<file path="config.mk">
export PLATFORM = sky130hd
export DESIGN_NAME = hci_ecc_reg_responder
export DESIGN_NICKNAME = d
export VERILOG_FILES = /design/src/rtl/hci_ecc_reg_responder_pkg.sv /design/src/rtl/hci_ecc_sat_counter.sv /design/src/rtl/hci_ecc_reg_responder.sv
export SDC_FILE = /design/constraint.sdc
export NUM_CORES = 1
export LEC_CHECK = 0
export CAP_MARGIN = 20
export CORE_ASPECT_RATIO = 1.5
export CORE_UTILIZATION = 40
export DETAILED_ROUTE_END_ITERATION = 12
export PLACE_DENSITY = 0.63
export SLEW_MARGIN = 0
export SYNTH_ARGS = -nofsm -noshare
export SYNTH_HDL_FRONTEND = slang
export SYNTH_SLANG_ARGS = --single-unit
</file>
<file path="constraint.sdc">
create_clock -name clk_i -period 6 [get_ports clk_i]
set_input_delay 1.2 -clock clk_i [delete_from_list [all_inputs] [get_ports clk_i]]
set_output_delay 1.2 -clock clk_i [all_outputs]
set_load 0.02 [all_outputs]
</file>
<file path="src/rtl/hci_ecc_reg_responder_pkg.sv">
// HCI ECC control-port types, register offsets and FSM encoding shared by the ECC
// register responder and its counters.
package hci_package;

  typedef struct packed {
    logic [31:0] addr;
    logic        write;
    logic [31:0] wdata;
    logic [7:0]  wstrb;
    logic        valid;
  } hci_ecc_req_t;

  typedef struct packed {
    logic [31:0] rdata;
    logic        error;
    logic        ready;
  } hci_ecc_rsp_t;

  localparam logic [31:0] HCI_ECC_REG_DATA_CORR_CNT   = 32'h00;
  localparam logic [31:0] HCI_ECC_REG_DATA_UNCORR_CNT = 32'h04;
  localparam logic [31:0] HCI_ECC_REG_META_CORR_CNT   = 32'h08;
  localparam logic [31:0] HCI_ECC_REG_META_UNCORR_CNT = 32'h0C;
  localparam logic [31:0] HCI_ECC_REG_SCRUB_INTERVAL  = 32'h10;
  localparam logic [31:0] HCI_ECC_REG_CTRL            = 32'h14;
  localparam logic [31:0] HCI_ECC_REG_WINDOW          = 32'h18;

  typedef enum logic {
    ECC_REG_IDLE,
    ECC_REG_RESP
  } hci_ecc_reg_state_t;

  // Expand a 4-bit byte strobe into a 32-bit bit mask.
  function automatic logic [31:0] hci_ecc_strb_mask(input logic [3:0] strb);
    logic [31:0] mask;
    for (int i = 0; i < 4; i++) begin
      mask[i*8 +: 8] = {8{strb[i]}};
    end
    return mask;
  endfunction

endpackage

</file>
<file path="src/rtl/hci_ecc_sat_counter.sv">
// Saturating event counter with a write port; a write overrides a same-cycle event.
module hci_ecc_sat_counter #(
  parameter int unsigned CNT_W = 32
) (
  input  logic             clk_i,
  input  logic             rst_ni,
  input  logic             inc_i,
  input  logic             we_i,
  input  logic [CNT_W-1:0] wdata_i,
  output logic [CNT_W-1:0] cnt_o
);

  logic [CNT_W-1:0] cnt_q, cnt_d;

  always_comb begin
    cnt_d = cnt_q;
    if (we_i) begin
      cnt_d = wdata_i;
    end else if (inc_i && (cnt_q != {CNT_W{1'b1}})) begin
      cnt_d = cnt_q + CNT_W'(1);
    end
  end

  always_ff @(posedge clk_i or negedge rst_ni) begin
    if (!rst_ni) begin
      cnt_q <= '0;
    end else begin
      cnt_q <= cnt_d;
    end
  end

  assign cnt_o = cnt_q;

endmodule

</file>
<file path="src/rtl/hci_ecc_reg_responder.sv">
// Register responder for the HCI ECC control port: error counters, scrubber
// configuration and the scrub-request timer.
module hci_ecc_reg_responder
  import hci_package::*;
#(
  parameter logic [31:0] BASE_ADDR = 32'h0,
  parameter int unsigned CNT_W     = 32
) (
  input  logic         clk_i,
  input  logic         rst_ni,
  input  hci_ecc_req_t req_i,
  output hci_ecc_rsp_t rsp_o,
  input  logic         data_corr_err_i,
  input  logic         data_uncorr_err_i,
  input  logic         meta_corr_err_i,
  input  logic         meta_uncorr_err_i,
  output logic         scrub_req_o,
  input  logic         scrub_gnt_i,
  output logic         scrub_en_o
);

  hci_ecc_reg_state_t state_q, state_d;

  logic [31:0] offset;
  logic        addr_ok;
  logic [2:0]  reg_idx;
  logic        accept;
  logic        wr_en;
  logic [31:0] wmask;
  logic [31:0] rd_mux;

  logic [31:0] interval_q, interval_d;
  logic        ctrl_q, ctrl_d;
  logic [31:0] timer_q, timer_d;
  logic        scrub_req_q, scrub_req_d;
  logic [31:0] rdata_q, rdata_d;
  logic        error_q, error_d;

  logic [3:0]       evt;
  logic [CNT_W-1:0] cnt     [4];
  logic [31:0]      cnt_ext [4];

  logic unused_wstrb;
  assign unused_wstrb = ^req_i.wstrb[7:4];

  // Offset wraps for addresses below BASE_ADDR, which then fail the window check.
  assign offset  = req_i.addr - BASE_ADDR;
  assign addr_ok = (offset < HCI_ECC_REG_WINDOW) && (offset[1:0] == 2'b00);
  assign reg_idx = offset[4:2];
  assign accept  = (state_q == ECC_REG_IDLE) && req_i.valid;
  assign wmask   = hci_ecc_strb_mask(req_i.wstrb[3:0]);
  assign wr_en   = accept && req_i.write && addr_ok && (req_i.wstrb[3:0] != 4'b0000);

  assign evt = {meta_uncorr_err_i, meta_corr_err_i, data_uncorr_err_i, data_corr_err_i};

  for (genvar i = 0; i < 4; i++) begin : g_cnt
    logic [31:0] cnt_wval;
    logic        unused_wval;
    assign cnt_ext[i] = 32'(cnt[i]);
    assign cnt_wval   = (cnt_ext[i] & ~wmask) | (req_i.wdata & wmask);
    assign unused_wval = ^cnt_wval;

    hci_ecc_sat_counter #(
      .CNT_W (CNT_W)
    ) u_cnt (
      .clk_i   (clk_i),
      .rst_ni  (rst_ni),
      .inc_i   (evt[i]),
      .we_i    (wr_en && (reg_idx == 3'(i))),
      .wdata_i (cnt_wval[CNT_W-1:0]),
      .cnt_o   (cnt[i])
    );
  end

  always_comb begin
    rd_mux = '0;
    unique case (reg_idx)
      3'd0:    rd_mux = cnt_ext[0];
      3'd1:    rd_mux = cnt_ext[1];
      3'd2:    rd_mux = cnt_ext[2];
      3'd3:    rd_mux = cnt_ext[3];
      3'd4:    rd_mux = interval_q;
      3'd5:    rd_mux = {31'b0, ctrl_q};
      default: rd_mux = '0;
    endcase
  end

  always_comb begin
    state_d    = state_q;
    rdata_d    = rdata_q;
    error_d    = error_q;
    interval_d = interval_q;
    ctrl_d     = ctrl_q;
    unique case (state_q)
      ECC_REG_IDLE: begin
        if (accept) begin
          state_d = ECC_REG_RESP;
          rdata_d = (addr_ok && !req_i.write) ? rd_mux : '0;
          error_d = !addr_ok;
        end
      end
      ECC_REG_RESP: state_d = ECC_REG_IDLE;
      default:      state_d = ECC_REG_IDLE;
    endcase
    if (wr_en && (reg_idx == 3'd4)) begin
      interval_d = (interval_q & ~wmask) | (req_i.wdata & wmask);
    end
    if (wr_en && (reg_idx == 3'd5) && req_i.wstrb[0]) begin
      ctrl_d = req_i.wdata[0];
    end
  end

  // Any reconfiguration restarts the interval and withdraws a pending request.
  always_comb begin
    timer_d     = timer_q;
    scrub_req_d = scrub_req_q;
    if ((wr_en && (reg_idx == 3'd4)) || (ctrl_d == 1'b0) || !ctrl_q ||
        (interval_q == 32'd0)) begin
      timer_d     = '0;
      scrub_req_d = 1'b0;
    end else if (scrub_req_q) begin
      if (scrub_gnt_i) begin
        timer_d     = '0;
        scrub_req_d = 1'b0;
      end
    end else if (timer_q == interval_q - 32'd1) begin
      scrub_req_d = 1'b1;
    end else begin
      timer_d = timer_q + 32'd1;
    end
  end

  always_ff @(posedge clk_i or negedge rst_ni) begin
    if (!rst_ni) begin
      state_q     <= ECC_REG_IDLE;
      rdata_q     <= '0;
      error_q     <= 1'b0;
      interval_q  <= '0;
      ctrl_q      <= 1'b0;
      timer_q     <= '0;
      scrub_req_q <= 1'b0;
    end else begin
      state_q     <= state_d;
      rdata_q     <= rdata_d;
      error_q     <= error_d;
      interval_q  <= interval_d;
      ctrl_q      <= ctrl_d;
      timer_q     <= timer_d;
      scrub_req_q <= scrub_req_d;
    end
  end

  assign rsp_o.rdata = rdata_q;
  assign rsp_o.error = error_q;
  assign rsp_o.ready = (state_q == ECC_REG_RESP);
  assign scrub_req_o = scrub_req_q;
  assign scrub_en_o  = ctrl_q;

endmodule

</file>
==> After elaboration in Yosys (flattened, before gate mapping) <==
Cells that the tools add are included.
{ "word_totals": {"reg_bits": 228, "input_bits": 81, "output_inout_bits": 36, "elab_cells": 98} }
{ "op_classes": {"add_sub_neg": 6, "n_lt_le_gt_ge": 1, "n_eq_ne": 12, "muxes": 21, "bitwise_logic": 14, "reduce_logical": 33} }
{ "op_table": {"columns": ["cell", "count"], "rows": [
  ["$mux W32", 13],
  ["$and A32 B32 Y32", 6],
  ["$pmux W32 S6", 1],
  ["$add A32 B1 Y32 const B", 5],
  ["$or A32 B32 Y32", 5],
  ["$ne A32 B32 Y1 const B", 4],
  ["$eq A32 B32 Y1", 1],
  ["$logic_not A32 Y1", 1],
  ["$lt A32 B5 Y1 const B", 1],
  ["$not A32 Y32", 1],
  ["$sub A32 B1 Y32 const B", 1],
  ["$logic_and A1 B1 Y1", 17],
  ["$reduce_bool A2 Y1", 4],
  ["$eq A3 B2 Y1 const B", 2],
  ["$eq A3 B3 Y1 const B", 2],
  ["$mux W1", 6],
  ["$reduce_and A2 Y1", 2],
  ["$reduce_bool A4 Y1", 1],
  ["$eq A3 B1 Y1 const B", 1],
  ["$logic_not A1 Y1", 3],
  ["$logic_not A3 Y1", 1],
  ["$logic_or A1 B1 Y1", 3],
  ["$ne A3 B2 Y1 const B", 1],
  ["$ne A3 B3 Y1 const B", 1],
  ["3 further kinds", 4]
]} }

==> Longest topological paths before layout <==
Gate-level depths: netlist of the first run.
{ "logic_depth": {"depth_word": 14, "ltp_mapped": 15, "depth_no_buf": 11} }

==> Hierarchy <==
A second synthesis of the first run with hierarchy kept.
{ "hier_totals": {"cells_unflattened": 2036, "hier_area_um2": 16821.1} }
{ "by_module_without_submodules": {"columns": ["module", "instances", "cells_per_inst", "area_per_inst_um2", "seq_area_each_um2"], "rows": [
  ["hci_ecc_reg_responder", 1, 1061, 8300.5, 2502.4],
  ["hci_ecc_sat_counter at g_cnt[0].u_cnt ...", 3, 243, 2122.0, 800.8],
  ["hci_ecc_sat_counter at g_cnt[3].u_cnt", 1, 246, 2154.6, 800.8]
]} }

==> Worst setup path after synthesis of the first run <==
Ideal clock, no wire load.
{ "synth_timing": {"kind": "input to register", "from": "in req_i[2] (netlist name)", "to": "reg with a tool-made name", "setup_ps": 99, "arrival_ps": 3399, "required_ps": 5901, "slack_ps": 2502, "path_stages": 11, "path_buffers": 3, "path_cell_list": "clkbuf_1 -> o41a_1 -> nor2b_1 -> clkbuf_1 -> and3_1 -> clkbuf_1 -> nor2_1 -> nand2_1 -> nor3_1 -> a211oi_1 -> a311oi_1"} }
{ "synth_lines": {"columns": ["item", "line", "text"], "rows": [
  ["start: declaration", "hci_ecc_reg_responder.sv:11", "input hci_ecc_req_t req_i,"]
]} }

==> results of run 1 <==
-- Yosys cell counts (all sizes together) (4+ instances only) --
| library cell | count | share of area [%] |
|---|---|---|
| nand4 | 48 | 2.1 |
| mux2 | 35 | 2.7 |
| a22oi | 34 | 1.8 |
| and4 | 12 | 0.74 |
| nand3 | 69 | 2.4 |
| a311oi | 25 | 1.5 |
| a31oi | 19 | 0.82 |
| nor3b | 5 | 0.26 |
| o21a | 9 | 0.47 |
| a21o | 4 | 0.21 |
| nor4 | 32 | 1.6 |
| a211o | 7 | 0.42 |
| o31ai | 5 | 0.26 |
| nand2b | 9 | 0.39 |
| buf | 21 | 0.95 |
| nor2 | 250 | 6.5 |
| a21oi | 102 | 3.5 |
| o211ai | 8 | 0.41 |
| o22ai | 54 | 2.3 |
| a221o | 17 | 1.2 |
| and3 | 51 | 2.2 |
| clkbuf | 88 | 2.3 |
| nor3 | 93 | 3.3 |
| a22o | 34 | 2.0 |
| nand2 | 125 | 3.2 |
| a41oi | 5 | 0.30 |
| a211oi | 45 | 2.3 |
| ha | 6 | 0.52 |
| a221oi | 5 | 0.30 |
| xor2 | 12 | 0.72 |
| inv | 39 | 1.0 |
| nand3b | 5 | 0.26 |
| o21ai | 80 | 2.8 |
| or3 | 9 | 0.39 |
| nor2b | 6 | 0.26 |
| or4 | 11 | 0.59 |
| and2 | 17 | 0.73 |
| nor4b | 4 | 0.28 |
| nand4b | 6 | 0.36 |
| or2 | 8 | 0.34 |
| mux2i | 39 | 2.7 |
| xnor2 | 24 | 1.4 |
| dfrtp | 228 | 39 |
| o311ai | 4 | 0.24 |
-- area by class of cell --
type | count | area, um2 | area share, %
diodes | 1 | 2.50 | 0.0147
clock buffers | 34 | 742 | 4.35
clock inverters | 14 | 189 | 1.11
inverters | 39 | 146 | 0.859
multi-input cells | 1360 | 8240 | 48.3
flip-flops and latches | 228 | 5710 | 33.5
well taps | 478 | 598 | 3.51
repair buffers | 149 | 1420 | 8.34
-- worst paths after layout --
path	end	slack, ns	cells after the start
setup reg to reg	timer_q[8]	1.81	12
hold / removal	rdata_q[27]	0.51	1
setup / recovery	flop	1.76	9
min in group asynchronous	rdata_q[6]	0.72	1
hold reg to reg	rdata_q[27]	0.51	1
max in group asynchronous	rdata_q[27]	4.09	2
-- critical path: cells and delay by family --
| kind | cells | cell delay [ns] |
|---|---|---|
| AO/OA/AOI/OAI | 3 | 1.01 |
| buffers and inverters | 1 | 0.83 |
| AND/OR/NAND/NOR | 5 | 1.64 |
-- cells by family (layout without fill, tap and decap cells) --
family | after synthesis | in the layout | synth area share (%)
simple gates | 766 | 766 | 26.2
compound gates | 477 | 477 | 22.2
flops | 228 | 228 | 39.2
buf+inv | 148 | 236 | 4.23
mux | 75 | 75 | 5.55
xor+xnor | 36 | 36 | 2.17
fa+ha+maj | 6 | 6 | 0.516
other cells | 0 | 1 | 0
-- per-stage QoR --
stage / hold slack, ns / std cells / power, mW
after floorplan: 0.465 / 1736 / 2.01
after global placement: 0.482 / 2252 / 2.24
after detailed placement: 0.492 / 2252 / 2.25
after CTS: 0.513 / 2300 / 4.01
after global routing: 0.519 / 2303 / 4.14
final: 0.514 / 2303 / 3.99
-- layer usage --
metal / up-vias / GRT usage, %
met3: 162 / 2.98
met1: 6913 / 33.1
met2: 606 / 49.4
met5: - / 0
li1: 6690 / -
met4: 0 / 15.4
-- layout by cell type, fill, tap and decap left out, types with 35 or more instances in the layout --
master	count
inv_1	39
mux2i_1	39
nand4_1	48
mux2_2	35
nor2_1	249
nand3_1	69
and3_1	51
nand2_1	125
dfrtp_1	228
nor3_1	91
o22ai_1	54
clkdlybuf4s50_1	110
a211oi_1	45
a21oi_1	102
o21ai_0	78
-- report_power, final --
group	total (mW)	switching [mW]	internal [mW]
logic	0.487	0.297	0.189
registers	1.75	0.123	1.63
clock network	1.76	0.711	1.04
total	3.99	1.13	2.86
==> flow_summary.json, run 1 <==
{
  "finalSetupTns_ns": 0,
  "fill_cells": 3508,
  "dr_wl_met3_um": 3070,
  "fp.dieArea_um2": 37200,
  "dieHeight_um": 236,
  "fp.coreArea_um2": 35800,
  "postSynth.asyncResetShare_pct": 100,
  "synth_edf_count": 0,
  "cts_num_sinks": 228,
  "drtIter0Drc": 1129,
  "grt_util_all_layers_pct": 28.2,
  "critical_path.startpoint": "req_i[4]",
  "min_period_ns": 4.24,
  "finalMaxSlewViolations": 0,
  "hold_buffers": 0,
  "place_area_um2": 16100,
  "fin_crit_sh_pct": 70.7,
  "syn_area_um2": 14600,
  "preCtsSetupSlack_ns": 1.24,
  "drive_gt1_share_pct": 8.11,
  "drtAntennaViolNets": 0,
  "routedWlPerCell_um": 22.6,
  "antenna_found_initial": 1,
  "postLayoutCellArea_um2": 17000,
  "yosysWarnings": 0,
  "grt_pass1_wl_um": 80600,
  "routed.top_layer": "met4",
  "worstSetupStartpointType": "input port",
  "clk_pin_slew_ns": 0.06,
  "ios": 117,
  "cts_setup_buffers": 0,
  "seq_area_frac_synth_pct": 39.2,
  "critPathMaxStageDelay_ns": 0.83,
  "ys_types": 73,
  "syn_inst": 1736,
  "die_x_um": 158,
  "cts_tree": "built",
  "grt_max_degree": 119,
  "hp-class": "flop to flop",
  "grt_overflow": 0,
  "ctsHtreeMaxLevel": 1,
  "start_util_pct": 40.6,
  "rsz0062_at_grt": "false",
  "place.gp.congestion": 0.977,
  "cts_buffer_depth": 3,
  "worstPathRequired_ns": 6.45,
  "worstMarginPinSlew_ns": 1.05,
  "num-nets-final": 1891,
  "area_growth_pct": 17.2,
  "rows": 85,
  "syn_nets": 1823,
  "syn_area_per_cell_um2": 8.38,
  "fin_util_pct": 47.6,
  "clock.fmax_mhz": 236,
  "end_kind": "flop",
  "status": "finished clean",
  "wl_um": 52000,
  "synth_ff_type": "dfrtp_1",
  "drt_first_pass_iters": 6,
  "drt-vias-per-instance": 6.24,
  "critPathSlowestCell": "clkdlybuf4s50_1",
  "fin_skew_ns": 0.0103,
  "root_buffer": "clkbuf_16",
  "cap_viol_max_count": 0,
  "crit_type": "input port to flop",
  "cts_resized": 0,
  "hold_viol_final": 0,
  "route.met2.wl_um": 26500,
  "critPathMaxFanout": 11,
  "route.detailed.drc": 0,
  "powerDensity_nw_per_um2": 234,
  "path_cells": "clkdlybuf4s50_1 > o41a_1 > nor2b_1 > and3_1 > nor2_1 > nand2_1 > nor3_1 > a211oi_1 > a311oi_1",
  "min-delay-start": "rdata_q[27]",
  "worstSkewPairLatency_ns": 0.56,
  "worst_slack_ns": 1.76,
  "ir_worst_vdd_mv": 0.206,
  "dp_hpwl_um": 38900,
  "cp.arrival_ns": 4.69,
  "ys_ff_latch": 228,
  "cellLeakagePower_nw": 7.18,
  "vias": 14400,
  "numPortBuffers": 112,
  "setup_viol": 0,
  "cts_buffers": 26,
  "drt-met1-wl_um": 19600,
  "first_global_vias": 14400,
  "timing.slew.headroom_pct": 29.1
}
Power figures use the tool's default switching activity.
==> run 2: changes to the inputs <==
PLACE_DENSITY = 0.66   (was 0.63)
clock period = 3.7 ns   (was 6 ns; I/O delays follow)
==> flow_summary.json, run 2 (synthesis results as in run 1) <==
{
  "area_growth_pct": 19.8,
  "grt_util_all_layers_pct": 27.5,
  "drt-vias-per-instance": 6.22,
  "fin_crit_sh_pct": 94.9,
  "hp-class": "input port to async pin",
  "cap_viol_max_count": 0,
  "rows": 85,
  "instances_no_fill": 2353,
  "cts_buffer_depth": 3,
  "vias": 14600,
  "num-nets-final": 1945,
  "critical_path.top_delay_family": "simple AND/OR/NAND/NOR gates",
  "seq_area_um2": 5710,
  "clock.fmax_mhz": 285,
  "grt_pass1_wl_um": 79000,
  "critPathSlowestCell": "or4b_1",
  "end_kind": "flop",
  "critPathMaxStageDelay_ns": 0.54,
  "cts_num_sinks": 228,
  "grt_overflow": 0,
  "fp.coreArea_um2": 35800,
  "worstSkewPairLatency_ns": 0.55,
  "critPathMaxFanout": 5,
  "first_global_vias": 14300,
  "crit_type": "flop to flop",
  "ios": 117,
  "setup_viol": 0,
  "cp.arrival_ns": 3.94,
  "die_x_um": 158,
  "numPortBuffers": 112,
  "fin_skew_ns": 0.0150,
  "cts_buffers": 25,
  "finalMaxSlewViolations": 0,
  "n_antenna_cell": 0,
  "grt_max_degree": 75,
  "timing.slew.headroom_pct": 43.9,
  "routedWlPerCell_um": 21.6,
  "rsz0062_at_grt": "false",
  "multi_input_area_um2": 8260,
  "fill_cells": 3458,
  "dieHeight_um": 236,
  "worstPathRequired_ns": 4.12,
  "mostFrequentLayoutCell": "nor2_1",
  "ir_worst_vdd_mv": 0.296,
  "place.gp.congestion": 1.00,
  "path_cells": "nor4_4 > nand4_1 > buf_4 > nor3_2 > xnor2_1 > or4b_1 > nor4b_2 > and3_1 > buf_4 > nor4b_1 > a211o_1",
  "min_period_ns": 3.51,
  "finalSetupTns_ns": 0,
  "drive_gt1_share_pct": 10.8,
  "path_buf_inv": 2,
  "final_cell_mix": "249 x nor2_1, 228 x dfrtp_1, 125 x nand2_1",
  "ctsHtreeMaxLevel": 1,
  "worstMarginPinSlew_ns": 0.834,
  "wl_um": 50900,
  "drt_first_pass_iters": 5,
  "status": "finished clean",
  "worstSetupStartpointType": "flop",
  "route.detailed.drc": 0,
  "drtIter0Drc": 1096,
  "fp.dieArea_um2": 37200,
  "drtAntennaViolNets": 0,
  "powerDensity_nw_per_um2": 360,
  "ff2ff_setup_slack_ns": 0.19,
  "cts_tree": "built",
  "hold_viol_final": 0,
  "dp_cells": 2309,
  "clk_pin_slew_ns": 0.06,
  "dp_hpwl_um": 38700,
  "cellLeakagePower_nw": 7.45,
  "root_buffer": "clkbuf_16",
  "antenna_found_initial": 0,
  "cp_common_cell": "buf_4",
  "start_util_pct": 40.6
}
-- run 2: through the flow --
stage	setup slack (ns)	util [%]	total power [mW]	instance area, um2	hold WS [ns]
CTS	0.104	48.6	6.29	17400	0.188
global placement	0.0920	46.2	3.65	16600	0.482
global route	0.0102	48.6	6.51	17400	0.196
floorplan	0.220	-	3.27	14600	0.444
finish	0.189	48.6	6.27	17400	0.166
detailed placement	0.00166	46.2	3.68	16600	0.487
-- run 2: what timing repair did --
action                                 4_1_cts  5_1_grt
endpoints found under the hold margin        0        0
setup buffers                                0        0
hold buffers                                 0        0
cloned                                       0        0
pin swaps                                    0        1
gates resized for setup                      1        3
setup endpoints to repair                    1       27
-- run 2: power breakdown --
part,internal [mW],switching (mW),total (mW)
logic,0.323,0.494,0.817
registers,2.64,0.203,2.84
clock network,1.53,1.08,2.61
total,4.49,1.78,6.27
-- run 2: worst register-to-register path, stage by stage (launching register included) --
cell     delay, ns
dfrtp_1       0.46
nor4_4        0.34
nand4_1       0.33
buf_4         0.28
nor3_2        0.18
xnor2_1       0.09
or4b_1        0.54
nor4b_2       0.35
and3_1        0.31
buf_4         0.18
nor4b_1       0.06
a211o_1       0.28
-- run 2: area by class of cell --
class / count / share of cell area [%]
sequential: 228 / 32.7
multi-input combinational: 1360 / 47.4
clock inverter: 8 / 0.531
timing repair buffer: 204 / 10.8
clock buffer: 36 / 4.29
inverter: 39 / 0.840
tap: 478 / 3.43
-- run 2: metal layers --
metal / vias up / GRT usage, % / part of all wire [%]
li1: 6769 / - / -
met1: 7076 / 32.0 / 38
met2: 613 / 47.8 / 50
met3: 169 / 3.13 / 5.6
met4: 0 / 16.8 / 6.4
met5: - / 0 / 0
-- run 2: path summary, 6_finish.rpt --
check	endpoint	depth (start not counted)	start
min reg2reg	error_q	2	error_q
min	rdata_q[7]	1	rst_ni
max	timer_q[2]	11	flop
min in group clk_i	error_q	2	error_q
max reg2reg	timer_q[2]	11	flop
max in group asynchronous	rdata_q[26]	2	rst_ni
==> run 3: changes to the inputs <==
ABC_AREA = 0   (was default)
==> results of run 3 <==
The final DEF is identical to that of run 2; final timing and power are the same.
